File: src/rtl/wallace_seq_mult_pkg.sv
// rtl/wallace_seq_mult_pkg.sv - shared state encodings, widths and the full-adder cell
package wallace_seq_mult_pkg;

  typedef logic [1:0] state_t;

  localparam state_t ST_IDLE    = 2'd0;
  localparam state_t ST_ACCUM   = 2'd1;
  localparam state_t ST_RESOLVE = 2'd2;
  localparam state_t ST_DONE    = 2'd3;

  localparam int unsigned N_DEFAULT = 8;

  function automatic int unsigned prod_w(input int unsigned n);
    return 2 * n;
  endfunction

  // Returns {carry, sum}; shared by the carry-save row and the resolve ripple chain.
  function automatic logic [1:0] fa(input logic x, input logic y, input logic z);
    return {(x & y) | (x & z) | (y & z), x ^ y ^ z};
  endfunction

endpackage

File: src/rtl/wallace_seq_mult_csa_row.sv
// rtl/wallace_seq_mult_csa_row.sv - W-wide row of full adders, carry output unshifted
module csa_row
  import wallace_seq_mult_pkg::*;
#(
  parameter int unsigned W = 16
) (
  input  logic [W-1:0] x_i,
  input  logic [W-1:0] y_i,
  input  logic [W-1:0] z_i,
  output logic [W-1:0] sum_o,
  output logic [W-1:0] carry_o
);

  for (genvar i = 0; i < W; i++) begin : g_fa
    assign {carry_o[i], sum_o[i]} = fa(x_i[i], y_i[i], z_i[i]);
  end

endmodule

File: src/rtl/wallace_seq_mult.sv
// rtl/wallace_seq_mult.sv - iterative unsigned NxN multiplier: one carry-save row per
// multiplier bit, then a single ripple-carry resolve, valid/ready on both sides.
module wallace_seq_mult
  import wallace_seq_mult_pkg::*;
#(
  parameter int unsigned N = N_DEFAULT
) (
  input  logic                   clk_i,
  input  logic                   rst_ni,
  input  logic                   in_valid_i,
  output logic                   in_ready_o,
  input  logic [N-1:0]           a_i,
  input  logic [N-1:0]           b_i,
  output logic                   out_valid_o,
  input  logic                   out_ready_i,
  output logic [prod_w(N)-1:0]   p_o,
  output logic                   busy_o
);

  localparam int unsigned W  = prod_w(N);
  localparam int unsigned CW = $clog2(N);
  localparam logic [CW-1:0] LAST = CW'(N - 1);

  state_t          state_q, state_d;
  logic [CW-1:0]   count_q;
  logic [N-1:0]    a_q, b_q;
  logic [W-1:0]    s_q, c_q, p_q;
  logic [W-1:0]    pp, csa_sum, csa_carry, csa_shl, rsum;
  logic            rc;

  assign pp = W'(a_q & {N{b_q[count_q]}}) << count_q;

  csa_row #(.W(W)) u_csa_row (
    .x_i    (s_q),
    .y_i    (c_q),
    .z_i    (pp),
    .sum_o  (csa_sum),
    .carry_o(csa_carry)
  );

  // The true product fits in W bits, so the carry shifted out of the top is always zero.
  always_comb begin
    csa_shl = csa_carry << 1;
  end

  always_comb begin
    rc   = 1'b0;
    rsum = '0;
    for (int i = 0; i < W; i++) begin
      {rc, rsum[i]} = fa(s_q[i], c_q[i], rc);
    end
  end

  always_ff @(posedge clk_i or negedge rst_ni) begin
    if (!rst_ni) begin
      state_q <= ST_IDLE;
    end else begin
      state_q <= state_d;
    end
  end

  always_comb begin
    state_d = state_q;
    case (state_q)
      ST_IDLE:    if (in_valid_i)       state_d = ST_ACCUM;
      ST_ACCUM:   if (count_q == LAST)  state_d = ST_RESOLVE;
      ST_RESOLVE:                       state_d = ST_DONE;
      ST_DONE:    if (out_ready_i)      state_d = ST_IDLE;
      default:                          state_d = ST_IDLE;
    endcase
  end

  always_comb begin
    in_ready_o  = (state_q == ST_IDLE);
    busy_o      = (state_q == ST_ACCUM) || (state_q == ST_RESOLVE);
    out_valid_o = (state_q == ST_DONE);
    p_o         = p_q;
  end

  always_ff @(posedge clk_i or negedge rst_ni) begin
    if (!rst_ni) begin
      count_q <= '0;
      a_q     <= '0;
      b_q     <= '0;
      s_q     <= '0;
      c_q     <= '0;
      p_q     <= '0;
    end else begin
      case (state_q)
        ST_IDLE: begin
          if (in_valid_i) begin
            a_q     <= a_i;
            b_q     <= b_i;
            s_q     <= '0;
            c_q     <= '0;
            count_q <= '0;
          end
        end
        ST_ACCUM: begin
          s_q <= csa_sum;
          c_q <= csa_shl;
          if (count_q != LAST) begin
            count_q <= count_q + 1'b1;
          end
        end
        ST_RESOLVE: p_q <= rsum;
        default: ;
      endcase
    end
  end

endmodule

File: config.mk
export PLATFORM = sky130hd
export DESIGN_NAME = wallace_seq_mult
export DESIGN_NICKNAME = d
export VERILOG_FILES = /design/src/rtl/wallace_seq_mult_pkg.sv /design/src/rtl/wallace_seq_mult_csa_row.sv /design/src/rtl/wallace_seq_mult.sv
export SDC_FILE = /design/constraint.sdc
export NUM_CORES = 1
export LEC_CHECK = 0
export ABC_AREA = 1
export CORE_AREA = 4 4 130 95
export CTS_BUF_LIST = sky130_fd_sc_hd__clkbuf_8
export DETAILED_ROUTE_END_ITERATION = 7
export DIE_AREA = 0 0 134 99
export PLACE_DENSITY = 0.53
export SLEW_MARGIN = 20
export SYNTH_ARGS = -nofsm -noshare
export SYNTH_HDL_FRONTEND = slang
export SYNTH_SLANG_ARGS = --single-unit
File: constraint.sdc
create_clock -name clk_i -period 16 [get_ports clk_i]
set_input_delay 2.4 -clock clk_i [delete_from_list [all_inputs] [get_ports clk_i]]
set_output_delay 2.4 -clock clk_i [all_outputs]
set_load 0.01 [all_outputs]
## Word-level counts from Yosys, hierarchy flattened

Index checks and enable logic that the tools add are counted.

| storage, ports and cells | value |
|---|---|
| word-level logic and storage cells | 217 |
| register bits after elaboration | 69 |
| bits of input ports | 20 |
| output and inout bits | 19 |

| cells by class | value |
|---|---|
| reductions and logical operators | 7 |
| mux-type cells | 12 |
| $add $sub $neg | 1 |
| eq/ne operators | 9 |
| shift-type cells | 1 |
| order comparisons | 1 |
| bitwise gates (word level) | 179 |

Operator list:

| operator | count |
|---|---|
| bitwise AND 1 bit | 73 |
| case mux 16 bit (2 select lines) | 2 |
| bitwise OR 1 bit | 58 |
| bitwise XOR 1 bit | 47 |
| 2-to-1 mux 16 bit | 1 |
| << shifter 8 x 3 -> 16 bit | 1 |
| bitwise AND 8 bit | 1 |
| case mux 2 bit (4 select lines) | 1 |
| 2-to-1 mux 2 bit | 3 |
| 2-to-1 mux 3 bit | 2 |
| case mux 3 bit (2 select lines) | 1 |
| AND reduction 3 bit | 2 |
| equality test 2 bit (second input constant) | 2 |
| less-than comparator 3 x 4 -> 1 bit (second input constant) | 1 |
| != test 2 x 1 -> 1 bit (second input constant) | 2 |
| != test 2 bit (second input constant) | 2 |
| AND reduction 2 bit | 2 |
| adder 3 x 1 -> 3 bit (second input constant) | 1 |
| binary-select mux 1 bit (select 3 bit) | 1 |
| equality test 3 bit (second input constant) | 1 |
| != test 3 bit (second input constant) | 1 |
| equality test 2 x 1 -> 1 bit (second input constant) | 1 |
| zero test 2 bit | 1 |
| nonzero test 2 bit | 1 |
| other kinds (2) | 2 |

## Depth between registers and ports, before layout

| depth | value |
|---|---|
| depth in word-level cells | 44 |
| gate-level depth with buffers | 16 |
| gate-level depth less buffers | 16 |

## Hierarchy

A second synthesis with hierarchy kept.

| unflattened totals | value |
|---|---|
| cells, all modules | 413 |
| area, all modules | 3,846.2 um^2 |

By module, submodules not included:

| module | area each (um^2) | instances | cells an instance | seq. area each (um^2) |
|---|---|---|---|---|
| wallace_seq_mult | 3,525.9 | 1 | 397 | 1,701.6 |
| csa_row | 320.3 | 1 | 16 | 0.0 |

## Worst setup path after synthesis

No wires, ideal clock.

| timing | value |
|---|---|
| kind | reg-to-reg |
| from | register s_q[1] |
| to | register p_q[14], in the netlist p_o[14] |
| arrival time | 5.822 ns |
| path buffers | 0 |
| library setup time | 0.125 ns |
| path slack | 10.054 ns |
| period minus slack after synthesis | 5.946 ns |
| stages on the path, launching flop included | 16 |
| data required time | 15.875 ns |
| cells stage by stage | dfrtp_1 ha_1 fa_1 fa_1 fa_1 fa_1 fa_1 fa_1 fa_1 fa_1 fa_1 fa_1 fa_1 fa_1 fa_1 mux2_2 |

| between the ends | value |
|---|---|
| word-level cells in the longest chain between the ends | 40 |
| elaborated cells on any way between the ends | 53 |
| those cells by class | 53 x bitwise |

Ends and longest elaborated chain:

| what | RTL line | source |
|---|---|---|
| start, declared | wallace_seq_mult.sv:27 | `logic [W-1:0] s_q, c_q, p_q;` |
| start signal, assigned | wallace_seq_mult.sv:100 | `s_q <= csa_sum;` |
| bitwise AND 1 bit | wallace_seq_mult_pkg.sv:19 | `return {(x & y) \| (x & z) \| (y & z), x ^ y ^ z};` |
| bitwise OR 1 bit * (2 in a row) | wallace_seq_mult_pkg.sv:19 |  |
| bitwise AND 1 bit | wallace_seq_mult_pkg.sv:19 |  |
| bitwise OR 1 bit | wallace_seq_mult_pkg.sv:19 |  |
| bitwise OR 1 bit * | wallace_seq_mult_pkg.sv:19 |  |
| bitwise AND 1 bit | wallace_seq_mult_pkg.sv:19 |  |
| bitwise OR 1 bit | wallace_seq_mult_pkg.sv:19 |  |
| bitwise OR 1 bit * | wallace_seq_mult_pkg.sv:19 |  |
| (+24 left out) | - |  |
| bitwise AND 1 bit | wallace_seq_mult_pkg.sv:19 |  |
| bitwise OR 1 bit | wallace_seq_mult_pkg.sv:19 |  |
| bitwise OR 1 bit * | wallace_seq_mult_pkg.sv:19 |  |
| bitwise AND 1 bit | wallace_seq_mult_pkg.sv:19 |  |
| bitwise OR 1 bit | wallace_seq_mult_pkg.sv:19 |  |
| bitwise OR 1 bit * | wallace_seq_mult_pkg.sv:19 |  |
| bitwise XOR 1 bit * | wallace_seq_mult_pkg.sv:19 |  |
| net rsum[14] | wallace_seq_mult.sv:28 | `logic [W-1:0] pp, csa_sum, csa_carry, csa_shl, rsum;` |
| end signal, assigned | wallace_seq_mult.sv:106 | `ST_RESOLVE: p_q <= rsum;` |
| end, declared | wallace_seq_mult.sv:27 |  |

The timed path passes the listed nets; every way through them passes the cells marked *.
A chain may end at the register's enable or synchronous reset.

## Final worst setup path

Same ends and word-level chain as after synthesis.

==> impl_metrics.json <==
{
  "status": "finished, final reports clean",
  "min_path_type": "reg2reg",
  "min_period_ns": 6.10,
  "pin_count": 39,
  "rsz0062_at_grt": "false",
  "cts_resized": 0,
  "dr.pass1.iters": 4,
  "tns_ns": 0,
  "overflow": 0,
  "whs_path_depth": 1,
  "skew_ns": 0.00849,
  "wl_per_cell_um": 13.7,
  "drive_gt1_frac": 0.183,
  "reg2reg_slack_ns": 9.90,
  "stdcell_area_mm2": 0.00451,
  "die_w_um": 134,
  "htree_levels": 3,
  "ys_seq_elements": 68,
  "cts.path.max_buffers": 2,
  "cp-end-kind": "flip-flop",
  "die-area_mm2": 0.0133,
  "ant_nets": 0,
  "power.density_mw_per_mm2": 191,
  "r2r_end": "p_o[14]",
  "synthTopCellsByArea": "dfrtp_1 (45%), fa_1 (14%), mux2_2 (6.8%)",
  "peakVddDrop_uv": 124,
  "fmax_mhz": 164,
  "grt_util_all_layers": 0.129,
  "ys_warn_count": 0,
  "io_buffers": 38,
  "synthDistinctLibCells": 25,
  "cap_viol_max_count": 0,
  "gp_congestion": 0.729,
  "antenna_found_initial": 0,
  "postCtsHoldBufs": 0,
  "areaGrowthSynthToFinish_pct": 18.2,
  "tightest_slew_ns": 0.879,
  "cts_tree": "yes",
  "placed_area_mm2": 0.00432,
  "crit_slowest_cell": "fa_1",
  "fillers": 1037,
  "synth_top_area_frac": 0.446,
  "postSynthCellCount": 364,
  "die_y_um": 99,
  "hp-start": "p_o[3]",
  "grt_pass1_wl_mm": 13.4,
  "worstPathArrival_ns": 6.35,
  "ys_seq_area_frac": 0.446,
  "initial_core_util": 0.349,
  "synth_common_cells": "dfrtp_1 (68), nand2_1 (49), inv_1 (47)",
  "clk_latency_ns": 0.35,
  "synth_most_common_cell": "dfrtp_1",
  "root_buffer": "clkbuf_8",
  "hold_viol": 0,
  "cp.required_ns": 16.24,
  "synth_top_flop_cell": "dfrtp_1",
  "rr_worst_depth": 15,
  "cpPeakStageDelay_ns": 0.44,
  "synth_edf_count": 0,
  "syn-cell-area_mm2": 0.00381,
  "grt_max_degree": 69,
  "drc": 0,
  "core_mm2": 0.0109,
  "cpMostUsedCell": "fa_1",
  "num_rows": 32,
  "yosysTopAreaCell": "dfrtp_1",
  "hold_end": "p_o[3]",
  "vias": 2559,
  "via_per_inst": 4.59,
  "syn_avg_cell_area_um2": 10.5,
  "clk_pin_slew_ns": 0.08,
  "worstSetupStartpointType": "flip-flop",
  "setup_viol": 0,
  "worstPathMaxFanout": 3,
  "final_max_slew_viol_count": 0,
  "slew_headroom": 0.414,
  "routed_wl_mm": 7.63,
  "cts.sink_count": 68,
  "drtIter0Drc": 115,
  "syn_nets": 419,
  "total_leakage_power_nw": 2.04,
  "path_cells": "ha_1, fa_1, fa_1, fa_1, fa_1, fa_1, fa_1, fa_1, fa_1, fa_1, fa_1, fa_1, fa_1, fa_1, mux2_2",
  "period_share": 0.381,
  "grt_pass1_vias": 2709,
  "diodes": 0,
  "r2r-start": "s_q[1]",
  "cts_inserted_buffers": 9,
  "async_flop_share": 1.00,
  "dp.final_hpwl_mm": 5.46,
  "layout.nets": 455,
  "post-cts-setup-buffers": 0,
  "path_class": "reg2reg"
}
## worst max-delay path, delay by kind of cell, from the launching register on
family,cells,cell delay (ns)
flip-flops,1,0.42
multiplexers,1,0.27
adder cells (fa/ha/maj),14,5.34
## registers in the layout, indices dropped and copies added (netlist names)
register / count
a_q: 8
state_q: 2
c_q: 15
count_q: 3
b_q: 8
p_o: 16
s_q: 16
## logic make-up after synthesis
family,share of synthesized area
AO/OA/AOI/OAI,0.0748
XOR/XNOR,0.00460
adder cells (fa/ha/maj),0.168
buffers and inverters,0.0666
flip-flops,0.446
multiplexers,0.0679
AND/OR/NAND/NOR,0.172
## stage by stage
| step | hold WS [ns] | util | total power [W] | worst slack, ns | instances |
|---|---|---|---|---|---|
| final | 0.506 | 0.412 | 0.000862 | 9.90 | 558 |
| after global routing | 0.524 | 0.412 | 0.000952 | 9.67 | 558 |
| after CTS | 0.512 | 0.412 | 0.000878 | 9.83 | 558 |
| after detailed placement | 0.496 | 0.396 | 0.000737 | 9.86 | 542 |
| after global placement | 0.489 | 0.396 | 0.000728 | 9.90 | 542 |
| after floorplan | 0.480 | - | 0.000600 | 10.05 | 364 |
## routing by layer
layer | vias to the layer above | part of all wire | track usage
li1 | 1263 | - | -
met1 | 1241 | 0.52 | 0.187
met2 | 45 | 0.42 | 0.182
met3 | 10 | 0.043 | 0.0434
met4 | 0 | 0.013 | 0.0387
met5 | - | 0 | 0
## worst max path at each step
stage,slack (ns),cells after the start,from,end
2_1_floorplan,10.05,15,s_q[1],p_o[14]
3_3_place_gp,9.90,15,s_q[1],p_o[14]
3_5_place_dp,9.86,15,s_q[1],p_o[14]
4_1_cts,9.83,15,s_q[1],p_o[14]
5_1_grt,9.67,15,s_q[1],p_o[14]
6_report,9.90,15,s_q[1],p_o[14]
## cell type report
cell class / count / area [um2] / area share
Timing Repair Buffer: 40 / 390 / 0.0866
Clock buffer: 9 / 124 / 0.0275
Inverter: 48 / 180 / 0.0400
Tap cell: 153 / 191 / 0.0425
Sequential cell: 68 / 1700 / 0.377
Multi-Input combinational cell: 233 / 1860 / 0.413
Clock inverter: 7 / 60.1 / 0.0133
## power by group
| group | total (W) | switching [W] | internal [W] |
|---|---|---|---|
| Combinational | 0.000430 | 0.000243 | 0.000187 |
| Sequential | 0.000296 | 0.0000580 | 0.000238 |
| Clock | 0.000135 | 0.0000647 | 0.0000699 |
| Total | 0.000862 | 0.000366 | 0.000496 |
## cell usage in the layout, fill, tap and decap left out, drive strengths merged
master,instances
o21ai,23
a21oi,13
nand3,40
nand4,4
inv,50
clkbuf,9
ha,8
clkdlybuf4s50,37
fa,27
a211oi,1
bufinv,1
clkinvlp,1
dfrtp,68
o22ai,15
xnor2,1
clkinv,3
nand2,58
mux2,23
xor2,1
nor2,19
buf,3
(Power assumes the default switching activity.)
